### src/rtl/count_capture_unit_pkg.sv
// Shared sizing for the count capture unit and its FIFO.
// CAP_WRAP_TAG_EN widens each stored sample with a counter wrap tag.
package count_capture_unit_pkg;

    localparam int CAP_CNT_W  = 5;
    localparam int CAP_DEPTH  = 4;
    localparam int CAP_WRAP_W = 3;

    function automatic int cap_clog2(input int n);
        int r;
        r = 0;
        while ((1 << r) < n) r++;
        return r;
    endfunction

    localparam int CAP_PTR_W = cap_clog2(CAP_DEPTH);

`ifdef CAP_WRAP_TAG_EN
    localparam int CAP_DW = CAP_CNT_W + CAP_WRAP_W;
`else
    localparam int CAP_DW = CAP_CNT_W;
`endif

endpackage

### src/rtl/count_capture_unit_fifo.sv
// cap_sync_fifo: generic first-word-fall-through FIFO with level/full/empty.
// Head output holds the last popped word while empty.
module cap_sync_fifo
    import count_capture_unit_pkg::*;
#(
    parameter int DW    = 5,
    parameter int DEPTH = 4
) (
    input  logic                        clk,
    input  logic                        reset,
    input  logic                        push_i,
    input  logic [DW-1:0]               din_i,
    input  logic                        pop_i,
    output logic [DW-1:0]               dout_o,
    output logic                        full_o,
    output logic                        empty_o,
    output logic [cap_clog2(DEPTH):0]   level_o
);

    localparam int AW = cap_clog2(DEPTH);
    localparam logic [AW:0] FULL_LVL = (AW+1)'(DEPTH);
    localparam logic [AW:0] ONE = {{AW{1'b0}}, 1'b1};

    logic [DW-1:0] mem_q [DEPTH];
    logic [AW:0]   wr_q, wr_d, rd_q, rd_d;
    logic [DW-1:0] last_q, last_d;
    logic [DW-1:0] head_w;
    logic          do_push, do_pop;

    assign level_o = wr_q - rd_q;
    assign empty_o = (wr_q == rd_q);
    assign full_o  = (level_o == FULL_LVL);
    assign head_w  = mem_q[rd_q[AW-1:0]];
    assign dout_o  = empty_o ? last_q : head_w;

    // A full FIFO still accepts a push when the head leaves in the same cycle.
    assign do_pop  = pop_i & ~empty_o;
    assign do_push = push_i & (~full_o | do_pop);

    always_comb begin
        wr_d   = do_push ? wr_q + ONE : wr_q;
        rd_d   = do_pop ? rd_q + ONE : rd_q;
        last_d = do_pop ? head_w : last_q;
    end

    always_ff @(posedge clk or negedge reset) begin
        if (!reset) begin
            wr_q   <= '0;
            rd_q   <= '0;
            last_q <= '0;
        end else begin
            wr_q   <= wr_d;
            rd_q   <= rd_d;
            last_q <= last_d;
        end
    end

    always_ff @(posedge clk) begin
        if (do_push) mem_q[wr_q[AW-1:0]] <= din_i;
    end

endmodule

### src/rtl/count_capture_unit.sv
// Timestamps async trigger edges with the counter value into a FWFT FIFO.
// Define CAP_WRAP_TAG_EN to prefix each sample with a counter wrap tag.
module count_capture_unit
    import count_capture_unit_pkg::*;
(
    input  logic                 clk,
    input  logic                 reset,
    input  logic [CAP_CNT_W-1:0] cnt_in,
    input  logic                 trig_in,
    input  logic                 cap_en,
    output logic [CAP_DW-1:0]    cap_data,
    output logic                 cap_valid,
    input  logic                 cap_ready,
    output logic [CAP_PTR_W:0]   fifo_level,
    output logic                 overflow,
    input  logic                 clr_ovf
);

    logic              s1_q, s2_q, s3_q;
    logic              edge_w, push_w, pop_w;
    logic              full_w, empty_w;
    logic              ovf_q, ovf_d;
    logic [CAP_DW-1:0] sample_w;

    always_ff @(posedge clk or negedge reset) begin
        if (!reset) begin
            s1_q <= 1'b0;
            s2_q <= 1'b0;
            s3_q <= 1'b0;
        end else begin
            s1_q <= trig_in;
            s2_q <= s1_q;
            s3_q <= s2_q;
        end
    end

    assign edge_w = s2_q & ~s3_q;
    assign push_w = edge_w & cap_en;
    assign pop_w  = cap_valid & cap_ready;

`ifdef CAP_WRAP_TAG_EN
    logic [CAP_CNT_W-1:0]  cnt_q;
    logic [CAP_WRAP_W-1:0] tag_q, tag_d;
    logic                  wrap_w;

    assign wrap_w   = (cnt_q == '1) && (cnt_in == '0);
    assign tag_d    = wrap_w ? tag_q + {{(CAP_WRAP_W-1){1'b0}}, 1'b1} : tag_q;
    // Sample sees the tag before this cycle's increment.
    assign sample_w = {tag_q, cnt_in};

    always_ff @(posedge clk or negedge reset) begin
        if (!reset) begin
            cnt_q <= '0;
            tag_q <= '0;
        end else begin
            cnt_q <= cnt_in;
            tag_q <= tag_d;
        end
    end
`else
    assign sample_w = cnt_in;
`endif

    // Set has priority over clear.
    always_comb begin
        ovf_d = ovf_q;
        if (clr_ovf) ovf_d = 1'b0;
        if (push_w & full_w & ~pop_w) ovf_d = 1'b1;
    end

    always_ff @(posedge clk or negedge reset) begin
        if (!reset) ovf_q <= 1'b0;
        else        ovf_q <= ovf_d;
    end

    assign overflow  = ovf_q;
    assign cap_valid = ~empty_w;

    cap_sync_fifo #(
        .DW    (CAP_DW),
        .DEPTH (CAP_DEPTH)
    ) u_fifo (
        .clk     (clk),
        .reset   (reset),
        .push_i  (push_w),
        .din_i   (sample_w),
        .pop_i   (cap_ready),
        .dout_o  (cap_data),
        .full_o  (full_w),
        .empty_o (empty_w),
        .level_o (fifo_level)
    );

endmodule
### config.mk
export PLATFORM = sky130hd
export DESIGN_NAME = count_capture_unit
export DESIGN_NICKNAME = d
export VERILOG_FILES = /design/src/rtl/count_capture_unit_pkg.sv /design/src/rtl/count_capture_unit_fifo.sv /design/src/rtl/count_capture_unit.sv
export SDC_FILE = /design/constraint.sdc
export NUM_CORES = 1
export LEC_CHECK = 0
export CAP_MARGIN = 20
export CORE_ASPECT_RATIO = 1.1
export CORE_MARGIN = 1
export CORE_UTILIZATION = 40
export DETAILED_ROUTE_END_ITERATION = 12
export GPL_TIMING_DRIVEN = 0
export MAX_ROUTING_LAYER = met4
export PLACE_DENSITY_LB_ADDON = 0.08
export SYNTH_ARGS = -nofsm -noshare
export SYNTH_HDL_FRONTEND = slang
export SYNTH_SLANG_ARGS = --single-unit
export TNS_END_PERCENT = 30
### constraint.sdc
create_clock -name clk -period 2.9 [get_ports clk]
set_input_delay 0.58 -clock clk [delete_from_list [all_inputs] [get_ports clk]]
set_output_delay 0.58 -clock clk [all_outputs]
set_load 0.1 [all_outputs]
# After elaboration in Yosys (flattened, before gate mapping)
# Memory sizes are Yosys's and may differ from the RTL's.
# Cells that the tools add are included.
word_totals:
  out_inout_bits: 10
  ram_bits: 20
  latchBits: 0
  memories: 1
  romBits: 0
  input_bits: 11
  reg_bits: 15
  elab_cells: 30
memory_table:
  columns: ["memory", "words", "word_bits", "read_ports", "rd_ports_with_merged_regs", "write_ports", "line", "source"]
  rows:
  - ["u_fifo.mem_q", 4, 5, 1, 0, 1, "count_capture_unit_fifo.sv:24", "logic [DW-1:0] mem_q [DEPTH];"]
op_classes:
  n_reduce_logical: 1
  multipliers: 0
  mux: 5
  addsub: 3
  n_shift: 0
  n_div: 0
  order_cmp: 0
  bitwise: 11
  eq_ne: 2
ops:
  columns: ["op", "count"]
  rows:
  - ["$add 3x1->3 const B", 2]
  - ["$and 1x1->1", 6]
  - ["$mux 5", 1]
  - ["$mux 1", 4]
  - ["$not 1->1", 4]
  - ["$eq 3x3->1", 1]
  - ["$eq 3x3->1 const B", 1]
  - ["$sub 3x3->3", 1]
  - ["$reduce_bool 2->1", 1]
  - ["$or 1x1->1", 1]

# Depth between registers and ports, before layout
# Gate-level depths: netlist of run 1.
depth:
  word_depth: 7
  mapped_depth: 7
  ltp_nobuf: 7

# Modules after synthesis
# Synthesis of run 1 repeated with hierarchy kept, for this count alone.
hier_totals:
  hier_cells: 101
  hier_area_um2: 1585.3
by_module_without_submodules:
  columns: ["module", "area_per_inst_um2", "instances", "seq_area_each_um2", "cells_each"]
  rows:
  - ["cap_sync_fifo", 1452.6, 1, 875.8, 92]
  - ["count_capture_unit", 132.6, 1, 100.1, 9]

# Worst setup path after synthesis of run 1
# OpenSTA, ideal clock, no wires.
synth_path:
  kind: "register to register"
  start: "register u_fifo.wr_q[0]"
  end: "memory u_fifo.mem_q[3][0], enable pin"
  setup_time_ns: 0.375
  stages_incl_launch_ff: 7
  required_ns: 2.525
  arrival_time_ns: 2.425
  period_less_slack_ns: 2.800
  path_buffers: 0
  setup_slack_ns: 0.100
  path_cell_list: "dfrtp_1 inv_1 ha_1 fa_1 inv_1 nor4_4 nor4b_2"
synth_between:
  elab_chain_len: 7
  elab_cells_between_ends: 10
  cone_classes: "add/sub: 1; eq/ne: 2; mux: 2; bitwise: 5"
synth_lines:
  columns: ["item", "line", "source"]
  rows:
  - ["from (decl)", "count_capture_unit_fifo.sv:25", "logic [AW:0] wr_q, wr_d, rd_q, rd_d;"]
  - ["from (signal assigned)", "count_capture_unit_fifo.sv:52", "wr_q <= wr_d;"]
  - ["$sub 3x3->3", "count_capture_unit_fifo.sv:30", "assign level_o = wr_q - rd_q;"]
  - ["net fifo_level[1]", "count_capture_unit.sv:14", "output logic [CAP_PTR_W:0] fifo_level,"]
  - ["$eq 3x3->1", "count_capture_unit_fifo.sv:32", "assign full_o = (level_o == FULL_LVL);"]
  - ["$not 1->1", "count_capture_unit_fifo.sv:38", "assign do_push = push_i & (~full_o | do_pop);"]
  - ["$or 1x1->1", "count_capture_unit_fifo.sv:38", null]
  - ["$and 1x1->1", "count_capture_unit_fifo.sv:38", null]
  - ["$mux 1", "count_capture_unit_fifo.sv:59", "if (do_push) mem_q[wr_q[AW-1:0]] <= din_i;"]
  - ["$mux 1 (not written as such)", "count_capture_unit_fifo.sv:59", null]
  - ["to (decl)", "count_capture_unit_fifo.sv:24", null]
# The timed path passes the listed nets, and every way through them passes these cells.

# Final worst setup path of run 1
layout_path:
  start: "register u_fifo.rd_q[0]"
  end: "output cap_data[1]"
layout_between:
  elab_chain_len: 2
  elab_cells_between_ends: 3
  cone_classes: "eq/ne: 1; mux: 1; memory: 1"
layout_lines:
  columns: ["item", "line", "source"]
  rows:
  - ["from (decl)", "count_capture_unit_fifo.sv:25", null]
  - ["from (signal assigned)", "count_capture_unit_fifo.sv:53", "rd_q <= rd_d;"]
  - ["$mem_v2 4x5 or $eq 3x3->1 (tied branches)", null, null]
  - ["$mux 5 *", "count_capture_unit_fifo.sv:34", "assign dout_o = empty_o ? last_q : head_w;"]
  - ["to (decl)", "count_capture_unit.sv:11", "output logic [CAP_DW-1:0] cap_data,"]
# Mark *: on every way between the ends. The rest lies on a longest branch, timed or not.

==> reports/results.tsv, run 1 <==
metric	value	unit
num_antenna_cells	0	
min_delay_path_depth	0	
fin_skew	0.00470	ns
finalNetCount	136	
ff2ff_path_depth	6	
whs_endpoint	s2_q	
routed_via_density	4.84	
coreArea	3710	um^2
relSlewSlack	35.2	%
syn_area_per_cell	17.5	um^2
grt_max_degree	16	
grt_pass1_wl	3970	um
cts.hold.buffers_added	0	
grt_pass1_vias	849	
min-delay-start	s1_q	
htree_levels	2	
dieWidth	61.8	um
crit_fanout	6	
die_area	4190	um^2
worst_pin_slew	0.970	ns
reg2reg_slack	0.19	ns
clkTransAtPathRegs	0.07	ns
r2r_end	u_fifo.mem_q[3][0]	
start_util	42.4	%
synth_warnings	0	
syn2layout_area_growth	23.3	%
rows	23	
syn-num-nets	109	
worst_hold_path_type	reg2reg	
synth_edf_count	20	
finalHoldViolations	0	
drc	0	
critical_path_arrival	2.25	ns
track_usage	15.0	%
cts_buffers	5	
antenna_found_initial	0	
synth_cell_types	25	
fmax	0.354	GHz
nFillCells	310	
synthCells	90	
dp_hpwl	1760	um
fin_util	52.3	%
setup_violations	0	
vias	813	
yosysSeqAreaShare	62.0	%
drt_iter0_markers	19	
max-cap-violations	0	
io_buffers	20	
clk_path_buf_depth	2	
async_flop_share	42.9	%
cts_tree	yes	
die_h	67.8	um
root_buffer	clkbuf_8	
drtAntennaViolNets	0	
endpoint_kind	output port	
drv_slew	0	
status	complete, no violations	
cp-start-kind	flip-flop	
rsz0062_at_grt	yes	
critPathRequiredTime	2.32	ns
setup_slack	0.0734	ns
synth_area	1570	um^2
io_pins	21	
timing.rr.start	u_fifo.wr_q[0]	
cts.sinks	35	
period_share	97.5	%
ys_ff_latch	35	
gp_congestion	0.734	
drt_wl_total	2450	um
clkLatencyLatePin	0.29	ns
drive_above_1_share	29.7	%
synth-main-ff-cell	edfxtp_1	
critPathKind	reg2out	
place_ws	-0.376	ns
wl_per_cell	14.6	um
first_pass_iters	4	
finalCriticalPeriod	2.83	ns
overflow	0	
[worst max-delay path: stages (launching register included)]
cell and delay [ns]:
dfrtp_1 0.40, clkbuf_2 0.26, mux4_2 0.55, mux2_2 0.28, clkdlybuf4s15_2 0.46
[sequential cells by signal (all words and copies together) (netlist names)]
name and cells:
u_fifo.last_q 5, s3_q 1, u_fifo.rd_q 3, u_fifo.mem_q 20, s1_q 1, u_fifo.wr_q 3, overflow 1, s2_q 1
[through the flow]
step	cell area (um^2)	setup TNS, ns	std cells	hold slack [ns]
2_1_floorplan	1570	0	90	0.284
3_3_place_gp	1840	-2.16	160	0.342
3_5_place_dp	1840	-2.14	160	0.339
4_1_cts	1960	0	168	0.359
5_1_grt	1940	-0.110	168	0.370
6_report	1940	0	168	0.355
[how the worst max path moves through the flow]
stage | start | to | slack, ns | depth (start not counted)
CTS | u_fifo.rd_q[0] | cap_data[4] | 0.009 | 4
global placement | u_fifo.rd_q[0] | cap_data[4] | -0.37 | 4
finish | u_fifo.rd_q[0] | cap_data[1] | 0.07 | 4
global route | u_fifo.rd_q[0] | cap_data[1] | -0.04 | 4
floorplan | u_fifo.wr_q[0] | u_fifo.mem_q[3][0] | 0.10 | 6
detailed placement | u_fifo.rd_q[0] | cap_data[0] | -0.38 | 4
[cells in the final DEF (no fill, tap or decap), drive strengths merged]
cell           synthesis  routed
mux2                  12      12
and2                   4       4
bufinv                 0       1
nor3                   1       1
mux4                   5       5
nor4b                  1       1
inv                    7       7
dfrtp                 15      15
buf                    1       4
clkbuf                 1       6
xor2                   3       3
ha                     7       7
fa                     1       1
xnor3                  1       1
edfxtp                20      20
nand3                  2       2
clkinv                 0       2
xnor2                  2       2
dlygate4sd2            0       1
a21boi                 1       1
nand3b                 1       1
and3                   3       3
nor4                   1       1
o32ai                  1       1
clkdlybuf4s15          0       5
clkdlybuf4s50          0      11
[metal layers]
| metal | wire length [um] | up-vias | part of all wire [%] | GRT usage (%) |
|---|---|---|---|---|
| li1 | - | 384 | - | - |
| met1 | 1030 | 403 | 42 | 15.9 |
| met2 | 1250 | 19 | 51 | 24.2 |
| met3 | 118 | 7 | 4.8 | 5.75 |
| met4 | 55 | 0 | 2.2 | 7.50 |
| met5 | 0 | - | 0 | - |
[timing repair]
action,in CTS,in global routing
setup endpoints to repair,9,7
gates resized for setup,26,6
setup buffers,0,0
hold endpoints to repair,0,0
pin swaps,0,0
[synthesized netlist by cell type (all sizes together), types with 2 or more instances]
library cell,count,area [um^2]
xor2,3,26.3
inv,7,26.3
mux4,5,113
and3,3,20.0
and2,4,25.0
xnor2,2,17.5
dfrtp,15,375
mux2,12,139
edfxtp,20,601
ha,7,87.6
nand3,2,15.0
[final cells by class]
type	count	area (um^2)	area share, %
buffer	2	16.3	0.838
clock buffer	5	68.8	3.55
clock inverter	3	43.8	2.26
inverter	7	26.3	1.35
multi-input combinational	46	557	28.7
sequential	35	977	50.4
tap	50	62.6	3.22
timing repair buffer	20	189	9.74
[cell families (layout without fill, tap and decap cells)]
family                   count (synthesis)  count (layout)  share of synthesized area (%)
buffers and inverters                    9              37                           2.62
AO/OA/AOI/OAI                            2               2                           1.03
multiplexers                            17              17                           16.0
AND/OR/NAND/NOR                         13              13                           7.23
flip-flops                              35              35                           62.0
adder cells (fa/ha/maj)                  8               8                           6.84
XOR/XNOR                                 6               6                           4.29
Power of run 1 is not shown: default switching activity piles up to over one toggle a cycle in this logic, so the estimate is an artifact.
==> inputs of run 2 (changes only) <==
CORE_MARGIN = 2   (was 1)
==> run 2 against run 1 <==
Clock skew grew 0.0025 ns. Die area grew 6.3%. Routed wire length shrank 1.1%. Critical endpoint unchanged. Core utilization shrank 0.61 points. Sequential share of layout area grew 0.59 points. Flip-flop and latch count is the same. Largest cell class unchanged.
==> reports/results.tsv, run 2 (synthesis results as in run 1) <==
metric	value	unit	change
max-cap-violations	0		unchanged
cts.hold.buffers_added	0		unchanged
htree_levels	2		unchanged
cp_cell_sequence	clkbuf_2 > mux4_2 > mux2_2 > clkdlybuf4s15_2		
dp_hpwl	1790	um	+1.3%
cp-start-kind	flip-flop		
rows	23		unchanged
crit_slowest_cell	mux4_2		
antenna_found_initial	0		unchanged
crit_fanout	6		unchanged
track_usage	13.2	%	-1.8 points
drtAntennaViolNets	0		unchanged
cp_slowest_stage_delay	0.56	ns	about the same
num_antenna_cells	0		unchanged
timing.rr.start	u_fifo.wr_q[0]		
seq_area	977	um^2	unchanged
drt_wl_total	2420	um	-1.1%
clkLatencyLatePin	0.29	ns	about the same
clkTransAtPathRegs	0.07	ns	about the same
fin_skew	0.00720	ns	+0.00250 ns
largest_reg_flops	20		unchanged
dieWidth	63.8	um	+3.2%
endpoint_kind	output port		
worst_hold_path_type	reg2reg		
reg2reg_slack	0.31	ns	+0.12 ns
cts_tree	yes		
finalHoldViolations	0		unchanged
io_pins	21		unchanged
rsz0062_at_grt	yes		
finalCriticalPeriod	2.81	ns	-0.0142 ns
grt_max_degree	16		unchanged
cts.sinks	35		unchanged
clk_path_buf_depth	2		unchanged
critical_path_arrival	2.23	ns	-0.02 ns
critPathKind	reg2out		
start_util	42.4	%	unchanged
nFillCells	324		+4.5%
final_cell_mix	edfxtp_1, dfrtp_1, clkdlybuf4s50_1		
worstSetupStartpoint	u_fifo.rd_q[0]		
final_common_cell	edfxtp_1		
gp_congestion	0.737		+0.50%
coreArea	3710	um^2	unchanged
grt_pass1_wl	4130	um	+4.0%
first_pass_iters	3		-1
ff2ff_path_depth	7		+1
grt_pass1_vias	859		+1.2%
multi_input_area	566	um^2	+1.6%
finalNetCount	136		unchanged
die_h	69.8	um	+3.0%
crit_path_end	cap_data[1]		
routed_via_density	4.78		-1.2%
die_area	4450	um^2	+6.3%
vias	803		-1.2%
worst_pin_slew	0.960	ns	-0.00930 ns
drt_iter0_markers	8		-11
setup_tns	0	ns	unchanged
r2r_end	u_fifo.mem_q[0][1]		
drive_above_1_share	28.0	%	-1.7 points
drv_slew	0		unchanged
critPathRequiredTime	2.32	ns	about the same
relSlewSlack	35.8	%	+0.62 points
io_buffers	20		unchanged
period_share	97.0	%	-0.49 points
syn2layout_area_growth	21.9	%	
cts_buffers	5		unchanged
overflow	0		unchanged
status	complete, no violations		
post_cts_buffers	0		unchanged
setup_violations	0		unchanged
fmax	0.356	GHz	+0.51%
drc	0		unchanged
post_cts_resized	27		+3.8%
root_buffer	clkbuf_8		
wl_per_cell	14.4	um	-1.1%
-- run 2: worst min-delay path by stage --
stage                     startpoint        to  slack, ns  cells past startpoint
after detailed placement        s1_q      s2_q       0.34                      0
after global placement          s1_q      s2_q       0.34                      0
after global routing            s1_q      s2_q       0.36                      0
after CTS                       s1_q      s2_q       0.36                      0
after floorplan                reset  overflow       0.28                      0
final                           s1_q      s2_q       0.35                      0
-- run 2: final cells by class --
cell class                      instances  area share, %
Inverter                                7           1.37
Buffer                                  2          0.848
Tap cell                               50           3.26
Sequential cell                        35           50.9
Timing Repair Buffer                   20           9.85
Clock inverter                          2          0.457
Multi-Input combinational cell         46           29.5
Clock buffer                            6           3.78
-- run 2: through the flow --
step / util, % / instances / area [um^2] / setup WS, ns / hold WS (ns)
floorplan: - / 90 / 1570 / 0.100 / 0.284
global placement: 49.5 / 160 / 1840 / -0.334 / 0.338
detailed placement: 49.5 / 160 / 1840 / -0.339 / 0.341
CTS: 51.8 / 168 / 1920 / 0.00976 / 0.356
global route: 51.7 / 168 / 1920 / -0.000545 / 0.358
finish: 51.7 / 168 / 1920 / 0.0876 / 0.351
-- run 2: worst max-delay path: cells and delay by family (launching register included) --
family / cells / cell delay (ns)
muxes: 2 / 0.84
buffers and inverters: 2 / 0.72
DFF: 1 / 0.39
-- run 2: per-layer routing --
layer,track usage [%],part of all wire (%),routed length (um),vias up
li1,-,-,-,386
met1,16.2,46,1120,398
met2,19.2,47,1150,14
met3,5.03,4.5,109,5
met4,5.80,2.1,51,0
met5,-,0,0,-
Power of run 2 is left out for the same reason.
